## src/rtl/loom_axil_reg_slave.sv

```systemverilog
// AXI-Lite register slave: word-addressed scratch registers plus IRQ set/clear and a sticky finish flag.
// Read and write channels are independent FSMs, each with LATENCY wait cycles before its response.
module loom_axil_reg_slave #(
  parameter int ADDR_WIDTH = 20,
  parameter int N_REGS     = 16,
  parameter int N_IRQ      = 16,
  parameter int LATENCY    = 0
) (
  input  logic                  clk_i,
  input  logic                  rst_ni,
  input  logic [ADDR_WIDTH-1:0] s_axil_araddr_i,
  input  logic                  s_axil_arvalid_i,
  output logic                  s_axil_arready_o,
  output logic [31:0]           s_axil_rdata_o,
  output logic [1:0]            s_axil_rresp_o,
  output logic                  s_axil_rvalid_o,
  input  logic                  s_axil_rready_i,
  input  logic [ADDR_WIDTH-1:0] s_axil_awaddr_i,
  input  logic                  s_axil_awvalid_i,
  output logic                  s_axil_awready_o,
  input  logic [31:0]           s_axil_wdata_i,
  input  logic [3:0]            s_axil_wstrb_i,
  input  logic                  s_axil_wvalid_i,
  output logic                  s_axil_wready_o,
  output logic [1:0]            s_axil_bresp_o,
  output logic                  s_axil_bvalid_o,
  input  logic                  s_axil_bready_i,
  output logic [N_IRQ-1:0]      irq_o,
  output logic                  finish_o
);

  localparam int IW = ADDR_WIDTH - 2;
  localparam logic [IW-1:0] IDX_SET = IW'(N_REGS);
  localparam logic [IW-1:0] IDX_CLR = IW'(N_REGS + 1);
  localparam logic [IW-1:0] IDX_FIN = IW'(N_REGS + 2);
  localparam logic [3:0] CNT_INIT = 4'((LATENCY > 0) ? LATENCY - 1 : 0);
  localparam logic [1:0] RESP_OKAY = 2'b00;
  localparam logic [1:0] RESP_DECERR = 2'b11;

  typedef enum logic [1:0] {RdIdle, RdWait, RdResp} rd_state_e;
  typedef enum logic [1:0] {WrCollect, WrWait, WrResp} wr_state_e;

  rd_state_e rd_state;
  wr_state_e wr_state;
  logic [3:0] rd_cnt, wr_cnt;
  logic [IW-1:0] rd_idx_q, aw_idx_q;
  logic [31:0] rdata_q, wdata_q;
  logic [1:0] rresp_q, bresp_q;
  logic [3:0] wstrb_q;
  logic aw_held, w_held;
  logic [31:0] regs_q [N_REGS];
  logic [N_IRQ-1:0] irq_q;
  logic finish_q;

  logic [IW-1:0] rd_idx_c, wr_idx_c;
  logic [31:0] rd_data_c, wr_data_c;
  logic [1:0] rd_resp_c;
  logic [3:0] wr_strb_c;
  logic aw_take, w_take, wr_go, wr_commit, wr_decerr_c;

  // In idle the address is taken straight off the bus so LATENCY=0 can sample on the handshake edge.
  always_comb begin
    rd_idx_c = (rd_state == RdIdle) ? s_axil_araddr_i[ADDR_WIDTH-1:2] : rd_idx_q;
    rd_data_c = '0;
    rd_resp_c = RESP_OKAY;
    if (rd_idx_c > IDX_FIN) begin
      rd_resp_c = RESP_DECERR;
    end else if (rd_idx_c == IDX_SET || rd_idx_c == IDX_CLR) begin
      rd_data_c = 32'(irq_q);
    end else if (rd_idx_c == IDX_FIN) begin
      rd_data_c = {31'b0, finish_q};
    end else begin
      for (int k = 0; k < N_REGS; k++) begin
        if (rd_idx_c == IW'(k)) rd_data_c = regs_q[k];
      end
    end
  end

  always_ff @(posedge clk_i or negedge rst_ni) begin
    if (!rst_ni) begin
      rd_state <= RdIdle;
      rd_cnt   <= '0;
      rd_idx_q <= '0;
      rdata_q  <= '0;
      rresp_q  <= RESP_OKAY;
    end else begin
      case (rd_state)
        RdIdle: if (s_axil_arvalid_i) begin
          rd_idx_q <= rd_idx_c;
          if (LATENCY == 0) begin
            rd_state <= RdResp;
            rdata_q  <= rd_data_c;
            rresp_q  <= rd_resp_c;
          end else begin
            rd_state <= RdWait;
            rd_cnt   <= CNT_INIT;
          end
        end
        RdWait: if (rd_cnt == 4'd0) begin
          rd_state <= RdResp;
          rdata_q  <= rd_data_c;
          rresp_q  <= rd_resp_c;
        end else begin
          rd_cnt <= rd_cnt - 4'd1;
        end
        RdResp: if (s_axil_rready_i) rd_state <= RdIdle;
        default: rd_state <= RdIdle;
      endcase
    end
  end

  // Commit values come from the bus for whichever half is captured on this same edge.
  always_comb begin
    aw_take   = (wr_state == WrCollect) && !aw_held && s_axil_awvalid_i;
    w_take    = (wr_state == WrCollect) && !w_held && s_axil_wvalid_i;
    wr_go     = (wr_state == WrCollect) && (aw_held || aw_take) && (w_held || w_take);
    wr_idx_c  = (wr_state == WrCollect && !aw_held) ? s_axil_awaddr_i[ADDR_WIDTH-1:2] : aw_idx_q;
    wr_data_c = (wr_state == WrCollect && !w_held) ? s_axil_wdata_i : wdata_q;
    wr_strb_c = (wr_state == WrCollect && !w_held) ? s_axil_wstrb_i : wstrb_q;
    wr_commit = (wr_go && LATENCY == 0) || (wr_state == WrWait && wr_cnt == 4'd0);
    wr_decerr_c = wr_idx_c > IDX_FIN;
  end

  always_ff @(posedge clk_i or negedge rst_ni) begin
    if (!rst_ni) begin
      wr_state <= WrCollect;
      wr_cnt   <= '0;
      aw_held  <= 1'b0;
      w_held   <= 1'b0;
      aw_idx_q <= '0;
      wdata_q  <= '0;
      wstrb_q  <= '0;
      bresp_q  <= RESP_OKAY;
    end else begin
      case (wr_state)
        WrCollect: begin
          if (aw_take) begin
            aw_held  <= 1'b1;
            aw_idx_q <= s_axil_awaddr_i[ADDR_WIDTH-1:2];
          end
          if (w_take) begin
            w_held  <= 1'b1;
            wdata_q <= s_axil_wdata_i;
            wstrb_q <= s_axil_wstrb_i;
          end
          if (wr_go) begin
            aw_held <= 1'b0;
            w_held  <= 1'b0;
            if (LATENCY == 0) begin
              wr_state <= WrResp;
              bresp_q  <= wr_decerr_c ? RESP_DECERR : RESP_OKAY;
            end else begin
              wr_state <= WrWait;
              wr_cnt   <= CNT_INIT;
            end
          end
        end
        WrWait: if (wr_cnt == 4'd0) begin
          wr_state <= WrResp;
          bresp_q  <= wr_decerr_c ? RESP_DECERR : RESP_OKAY;
        end else begin
          wr_cnt <= wr_cnt - 4'd1;
        end
        WrResp: if (s_axil_bready_i) wr_state <= WrCollect;
        default: wr_state <= WrCollect;
      endcase
    end
  end

  // Control registers take the full word; scratch registers honour byte strobes.
  always_ff @(posedge clk_i or negedge rst_ni) begin
    if (!rst_ni) begin
      for (int k = 0; k < N_REGS; k++) regs_q[k] <= '0;
      irq_q    <= '0;
      finish_q <= 1'b0;
    end else if (wr_commit) begin
      if (wr_idx_c == IDX_SET) begin
        irq_q <= irq_q | wr_data_c[N_IRQ-1:0];
      end else if (wr_idx_c == IDX_CLR) begin
        irq_q <= irq_q & ~wr_data_c[N_IRQ-1:0];
      end else if (wr_idx_c == IDX_FIN) begin
        if (wr_data_c[0]) finish_q <= 1'b1;
      end else begin
        for (int k = 0; k < N_REGS; k++) begin
          if (wr_idx_c == IW'(k)) begin
            for (int b = 0; b < 4; b++) begin
              if (wr_strb_c[b]) regs_q[k][8*b +: 8] <= wr_data_c[8*b +: 8];
            end
          end
        end
      end
    end
  end

  assign s_axil_arready_o = (rd_state == RdIdle);
  assign s_axil_rvalid_o  = (rd_state == RdResp);
  assign s_axil_rdata_o   = rdata_q;
  assign s_axil_rresp_o   = rresp_q;
  assign s_axil_awready_o = (wr_state == WrCollect) && !aw_held;
  assign s_axil_wready_o  = (wr_state == WrCollect) && !w_held;
  assign s_axil_bvalid_o  = (wr_state == WrResp);
  assign s_axil_bresp_o   = bresp_q;
  assign irq_o            = irq_q;
  assign finish_o         = finish_q;

endmodule

```

## config.mk

```make
export PLATFORM = sky130hd
export DESIGN_NAME = loom_axil_reg_slave
export DESIGN_NICKNAME = d
export VERILOG_FILES = /design/src/rtl/loom_axil_reg_slave.sv
export SDC_FILE = /design/constraint.sdc
export NUM_CORES = 1
export LEC_CHECK = 0
export ABC_AREA = 0
export ABC_CLOCK_PERIOD_IN_PS = 5500
export BUFFER_PORTS_ARGS = -buffer_cell sky130_fd_sc_hd__buf_2
export CAP_MARGIN = 20
export CORE_MARGIN = 2
export CORE_UTILIZATION = 50
export DETAILED_ROUTE_END_ITERATION = 6
export GPL_ROUTABILITY_DRIVEN = 0
export PLACE_DENSITY = 0.67
export SYNTH_ARGS = -nofsm -noshare
export SYNTH_HDL_FRONTEND = slang
export SYNTH_SLANG_ARGS = --single-unit
```

## constraint.sdc

```tcl
create_clock -name clk_i -period 5.5 [get_ports clk_i]
set_input_delay 0.275 -clock clk_i [delete_from_list [all_inputs] [get_ports clk_i]]
set_output_delay 0.275 -clock clk_i [all_outputs]
set_load 0.02 [all_outputs]
```

Yosys cells after proc, flatten, opt, wreduce, memory -nomap -nowiden
Cells that the tools add are included.
{"block": "totals", "output_inout_bits": 58, "register_bits": 651, "input_bits": 83, "elab_cells": 286}
{"block": "classes", "bitwise_logic": 8, "reduce_logical": 101, "n_lt_le_gt_ge": 2, "add_sub_neg": 2, "mux": 48, "eq_ne": 46}
{"op": "two-way mux 32 bit", "n": 22}
{"op": "AND reduction 6 bit", "n": 64}
{"op": "equality test 18 x 4 -> 1 bit (second input constant)", "n": 16}
{"op": "equality test 18 x 3 -> 1 bit (second input constant)", "n": 8}
{"op": "equality test 18 x 5 -> 1 bit (second input constant)", "n": 6}
{"op": "equality test 18 x 2 -> 1 bit (second input constant)", "n": 4}
{"op": "one-hot mux 32 bit (2 select lines)", "n": 1}
{"op": "equality test 18 x 1 -> 1 bit (second input constant)", "n": 2}
{"op": "greater-than comparator 18 x 5 -> 1 bit (second input constant)", "n": 2}
{"op": "zero test 18 bit", "n": 2}
{"op": "two-way mux 18 bit", "n": 2}
{"op": "two-way mux 16 bit", "n": 2}
{"op": "two-way mux 2 bit", "n": 12}
{"op": "bitwise AND 16 bit", "n": 1}
{"op": "inverter 16 bit", "n": 1}
{"op": "bitwise OR 16 bit", "n": 1}
{"op": "AND reduction 2 bit", "n": 8}
{"op": "one-hot mux 2 bit (3 select lines)", "n": 2}
{"op": "AND reduction 3 bit", "n": 4}
{"op": "nonzero test 2 bit", "n": 5}
{"op": "zero test 4 bit", "n": 2}
{"op": "one-hot mux 2 bit (2 select lines)", "n": 2}
{"op": "subtractor 4 x 1 -> 4 bit (second input constant)", "n": 2}
{"op": "logical AND 1 bit", "n": 7}
{"op": "11 further kinds", "n": 29}

Logic depth before layout (Yosys ltp)
{"block": "depth", "depth_word": 24, "ltp_mapped": 13}

Least setup slack after synthesis
No wires, ideal clock.
{"block": "synth_timing", "kind": "flip-flop to flip-flop", "startpoint": "register wr_state[1]", "endpoint": "register regs_q[212] in the netlist's numbering", "path_stages_with_launch": 12, "synth_period_minus_slack_ps": 2918, "setup_slack_ps": 2582, "arrival_ps": 2794, "cell_sequence": "dfrtp_1 > buf_6 > or2_1 > buf_6 > inv_4 > buf_8 > mux2_4 > a211o_4 > a21oi_4 > nand2_4 > nor2_8 > mux2_2"}
{"block": "synth_between", "elab_chain_len": 8, "elab_cells_between_ends": 23, "classes_between": "eq/ne (5); mux (3); bitwise (3); reduce/logical (12)"}
{"item": "start, declared", "line_no": "44", "source": "wr_state_e wr_state;"}
{"item": "start signal, assigned", "line_no": "126", "source": "wr_state <= WrCollect;"}
{"item": "start signal, assigned", "line_no": "150", "source": "wr_state <= WrResp;"}
{"item": "start signal, assigned", "line_no": "153", "source": "wr_state <= WrWait;"}
{"item": "zero test 2 bit (*)"}
{"item": "logical AND 1 bit (*)"}
{"item": "named net s_axil_awready_o", "line_no": "20", "source": "output logic s_axil_awready_o,"}
{"item": "branches (longest 5 deep; another with two-way mux 18 bit)"}
{"item": "AND reduction 6 bit (no line) (*)"}
{"item": "end signal, assigned by index", "line_no": "187", "source": "if (wr_strb_c[b]) regs_q[k][8*b +: 8] <= wr_data_c[8*b +: 8];"}
{"item": "end, declared", "line_no": "51", "source": "logic [31:0] regs_q [N_REGS];"}
Mark *: on every way through the listed nets, which the timed path passes.
A chain may end at the register's enable or synchronous reset.

Worst setup path in the final report
{"block": "layout_timing", "startpoint": "register rd_state[1]", "endpoint": "register rdata_q[6] (netlist: s_axil_rdata_o[6])"}
{"block": "layout_between", "elab_chain_len": 24, "elab_cells_between_ends": 50, "classes_between": "order compare (1); eq/ne (21); mux (23); reduce/logical (5)"}
{"item": "start, declared", "line_no": "43", "source": "rd_state_e rd_state;"}
{"item": "start signal, assigned", "line_no": "81", "source": "rd_state <= RdIdle;"}
{"item": "start signal, assigned", "line_no": "91", "source": "rd_state <= RdResp;"}
{"item": "start signal, assigned", "line_no": "95", "source": "rd_state <= RdWait;"}
{"item": "zero test 2 bit", "line_no": "63, 87"}
{"item": "two-way mux 18 bit", "line_no": "63", "source": "rd_idx_c = (rd_state == RdIdle) ? s_axil_araddr_i[ADDR_WIDTH-1:2] : rd_idx_q;"}
{"item": "zero test 18 bit", "line_no": "74", "source": "if (rd_idx_c == IW'(k)) rd_data_c = regs_q[k];"}
{"item": "two-way mux 32 bit (16 in series)", "line_no": "74"}
{"item": "two-way mux 32 bit", "line_no": "70", "source": "end else if (rd_idx_c == IDX_FIN) begin"}
{"item": "two-way mux 32 bit", "line_no": "68", "source": "end else if (rd_idx_c == IDX_SET || rd_idx_c == IDX_CLR) begin"}
{"item": "two-way mux 32 bit", "line_no": "66", "source": "if (rd_idx_c > IDX_FIN) begin"}
{"item": "two-way mux 32 bit, on equally long branches", "line_no": "99, 88"}
{"item": "one-hot mux 32 bit (2 select lines)", "line_no": "87", "source": "case (rd_state)"}
{"item": "end signal, assigned", "line_no": "92", "source": "rdata_q <= rd_data_c;"}
{"item": "end signal, assigned", "line_no": "101", "source": "rdata_q <= rd_data_c;"}
{"item": "end, declared", "line_no": "47", "source": "logic [31:0] rdata_q, wdata_q;"}
Several ways; a longest one is shown, not always the timed one. The select of a mux whose other input is x is not followed.

==> results.md <==
- Outcome: completed
- Multi-input logic area: 0.01400 mm2
- Max Cap Violations: 0
- Worst hold path class: in -> reg
- Filler instances: 4754
- Die H: 251.5 um
- Nets: 2615
- Mapped Avg Cell Area: 13.17 um2
- Place WS: 1.595 ns
- Top post-synthesis cells by count: 639 x dfrtp_1, 572 x mux2_2, 136 x nand2_1, 77 x a22oi_1, 77 x clkbuf_1
- Pre-Repair DR Iteration Count: 5
- RSZ-0062 raised after global routing: no
- Clock transition at path regs: 0.06 ns
- Hold_buf cts: 75
- Setup tns final: 0 ns
- Largest net degree at the start of global routing: 150
- Main synth FF type: dfrtp_1
- Layout cell share with drive strength beyond 1: 0.3953
- Total CTS buffers: 71
- Slowest CP cell: a22oi_2
- DR WL/cell: 27.29 um
- Leak: 0.01693 uW
- TritonCTS clock tree: yes
- Slowest cell delay on critical path: 0.93 ns
- Crit path required time: 5.97 ns
- Chip Width: 251.5 um
- Slew HR: 0.2080
- Drt via density: 6.339
- Post-route minimum period: 3.962 ns
- Die footprint: 0.06323 mm2
- Syn. warnings: 0
- Postcts setup bufs: 0
- Mapped Area: 0.03062 mm2
- Vias in the first global route: 22200
- PnR worst setup slack: 1.538 ns
- Final period util: 0.7204
- CTS H-tree lvls: 3
- Largest delay share family, worst path: compound AO/OA/AOI/OAI gates
- Async SR Flop Fraction: 1.000
- Power Density: 354.0 mW/mm2
- Residual DRC count: 0
- DRT Wirelength: 91.97 mm
- Slew Limit Fails: 0
- Initial drt markers: 1886
- Syn Nets: 2408
- Crit start category: flip-flop
- Crit path buf inv count: 1
- Global-route wire length before repair: 138.4 mm
- Worst-path cell chain: buf_4 > or3b_2 > a22oi_2 > o211ai_2 > a21oi_2 > nor3_1 > a2111oi_0 > o21ai_1
- Setup Viol. Count Final: 0
- GRT Overall Usage: 0.2913
- Post-synth EDFFs: 0
- Starting Density: 0.5064
- Slew @ Worst Pin: 1.180 ns
- Antenna violations before repair: 2
- CP Class: reg -> reg
- Num rows: 90
- Fmax: 252.4 MHz
- Via count: 21360
- Netlist cell types: 97
- Clock root cell: clkbuf_16
- Top-count cell post-synth: dfrtp_1
- Max Root-Sink Buffers: 3
- Total grt overflow: 0
- Antenna Nets Post-Route: 0
- I/O pin count: 141
- Worst Path Arrival: 4.43 ns
- Setup crit end kind: flip-flop
- Clock sink total: 639
- IO buf count: 136
- Synthesis-to-layout area growth: 14.77%
- Sequential share of the synthesized area: 0.5222
- Register Area: 0.01599 mm2
- Worst ir drop on vdd: 0.3690 mV
- CORE AREA: 0.06047 mm2
- Register bit total from synthesis: 639
- Synth area leaders: dfrtp_1 52%, mux2_2 21%, nor2_8 2.0%, mux2_1 2.0%, a22oi_1 1.9%
- Top-area cell type share of the netlist area: 0.5222
- Setup Skew: 0.02432 ns
- Post-Syn Instances: 2325
- Post-synth top area cell: dfrtp_1
- Max FO, Critical Path: 30
- Worst skew pair latency: 0.62 ns
- Antenna cells: 0
- Final hold vios: 0
- DP HPWL: 61.50 mm
- # resized after CTS: 0
power breakdown:
group | total, uW | internal, uW | leakage, uW | switching, uW
Clock | 4570 | 2660 | 0.00109 | 1910
Sequential | 5120 | 4950 | 0.00876 | 164
Combinational | 2760 | 747 | 0.00709 | 2010
Total | 12400 | 8360 | 0.0169 | 4080
stage by stage:
stage	utilization	hold WS (ns)	area (um2)	total power (uW)	instances
floorplan	-	-0.02059	30620	7130	2325
global placement	0.5318	0.4004	32160	7794	3165
detailed placement	0.5318	0.4169	32160	7890	3165
CTS	0.5809	0.01056	35130	12500	3369
global route	0.5812	0.05034	35140	12900	3370
finish	0.5812	0.03726	35140	12440	3370
per-layer routing:
layer  share of wire  wire length, um  vias to the layer above  track usage
met2            0.48            43930                      845       0.4738
met1            0.41            37470                    11140       0.3795
li1                -                -                     9134            -
met4           0.044             4032                        0       0.1253
met5               0                0                        -            0
met3           0.071             6543                      245      0.06025
layout by cell type (no fill, tap or decap), drive strengths merged, types with 6 or more instances in the layout:
cell type / count
dlygate4sd3: 75
a21o: 9
buf: 194
o21ai: 70
a21oi: 68
nand4: 16
and3: 9
o22ai: 17
inv: 11
a221oi: 28
a221o: 16
nor3: 23
a32o: 13
clkinv: 8
a22oi: 79
mux2: 639
a31oi: 15
o2111ai: 7
o211ai: 7
nand2: 152
o221ai: 21
nor4b: 6
or3: 7
nand3: 17
a2111oi: 14
nor4: 13
mux2i: 26
a22o: 24
o31a: 10
dfrtp: 639
a211oi: 14
clkbuf: 116
nor2: 145
area by class of cell:
class	instances	area share
clock buffers	116	0.06085
clock inverters	13	0.002350
inverters	7	0.0008189
multi-input cells	1544	0.3984
flip-flops and latches	639	0.4550
well taps	782	0.02784
repair buffers	269	0.05469
worst paths after layout:
kind	startpoint	end	slack, ns	depth (start not counted)
hold / removal	s_axil_araddr_i[3]	rd_idx_q[1]	0.04	2
setup reg to reg	rd_state[1]	s_axil_rdata_o[6]	1.54	8
min in group asynchronous	rst_ni	regs_q[271]	0.32	2
setup / recovery	rd_state[1]	s_axil_rdata_o[6]	1.54	8
max in group asynchronous	rst_ni	aw_idx_q[13]	3.79	3
hold reg to reg	regs_q[359]	regs_q[359]	0.49	1
registers in the layout, summed over array words and instances, names as in the netlist, 4 cells and up, named ones only:
name / flops
aw_idx_q: 18
rd_idx_q: 18
regs_q: 512
s_axil_rdata_o: 32
wdata_q: 32
wstrb_q: 4
cells by family after synthesis:
| kind of cell | Yosys count | share of synthesized area |
|---|---|---|
| buf+inv | 142 | 0.02480 |
| compound gates | 456 | 0.1141 |
| simple gates | 423 | 0.09374 |
| mux | 665 | 0.2451 |
| flops | 639 | 0.5222 |
(Power assumes the default switching activity.)
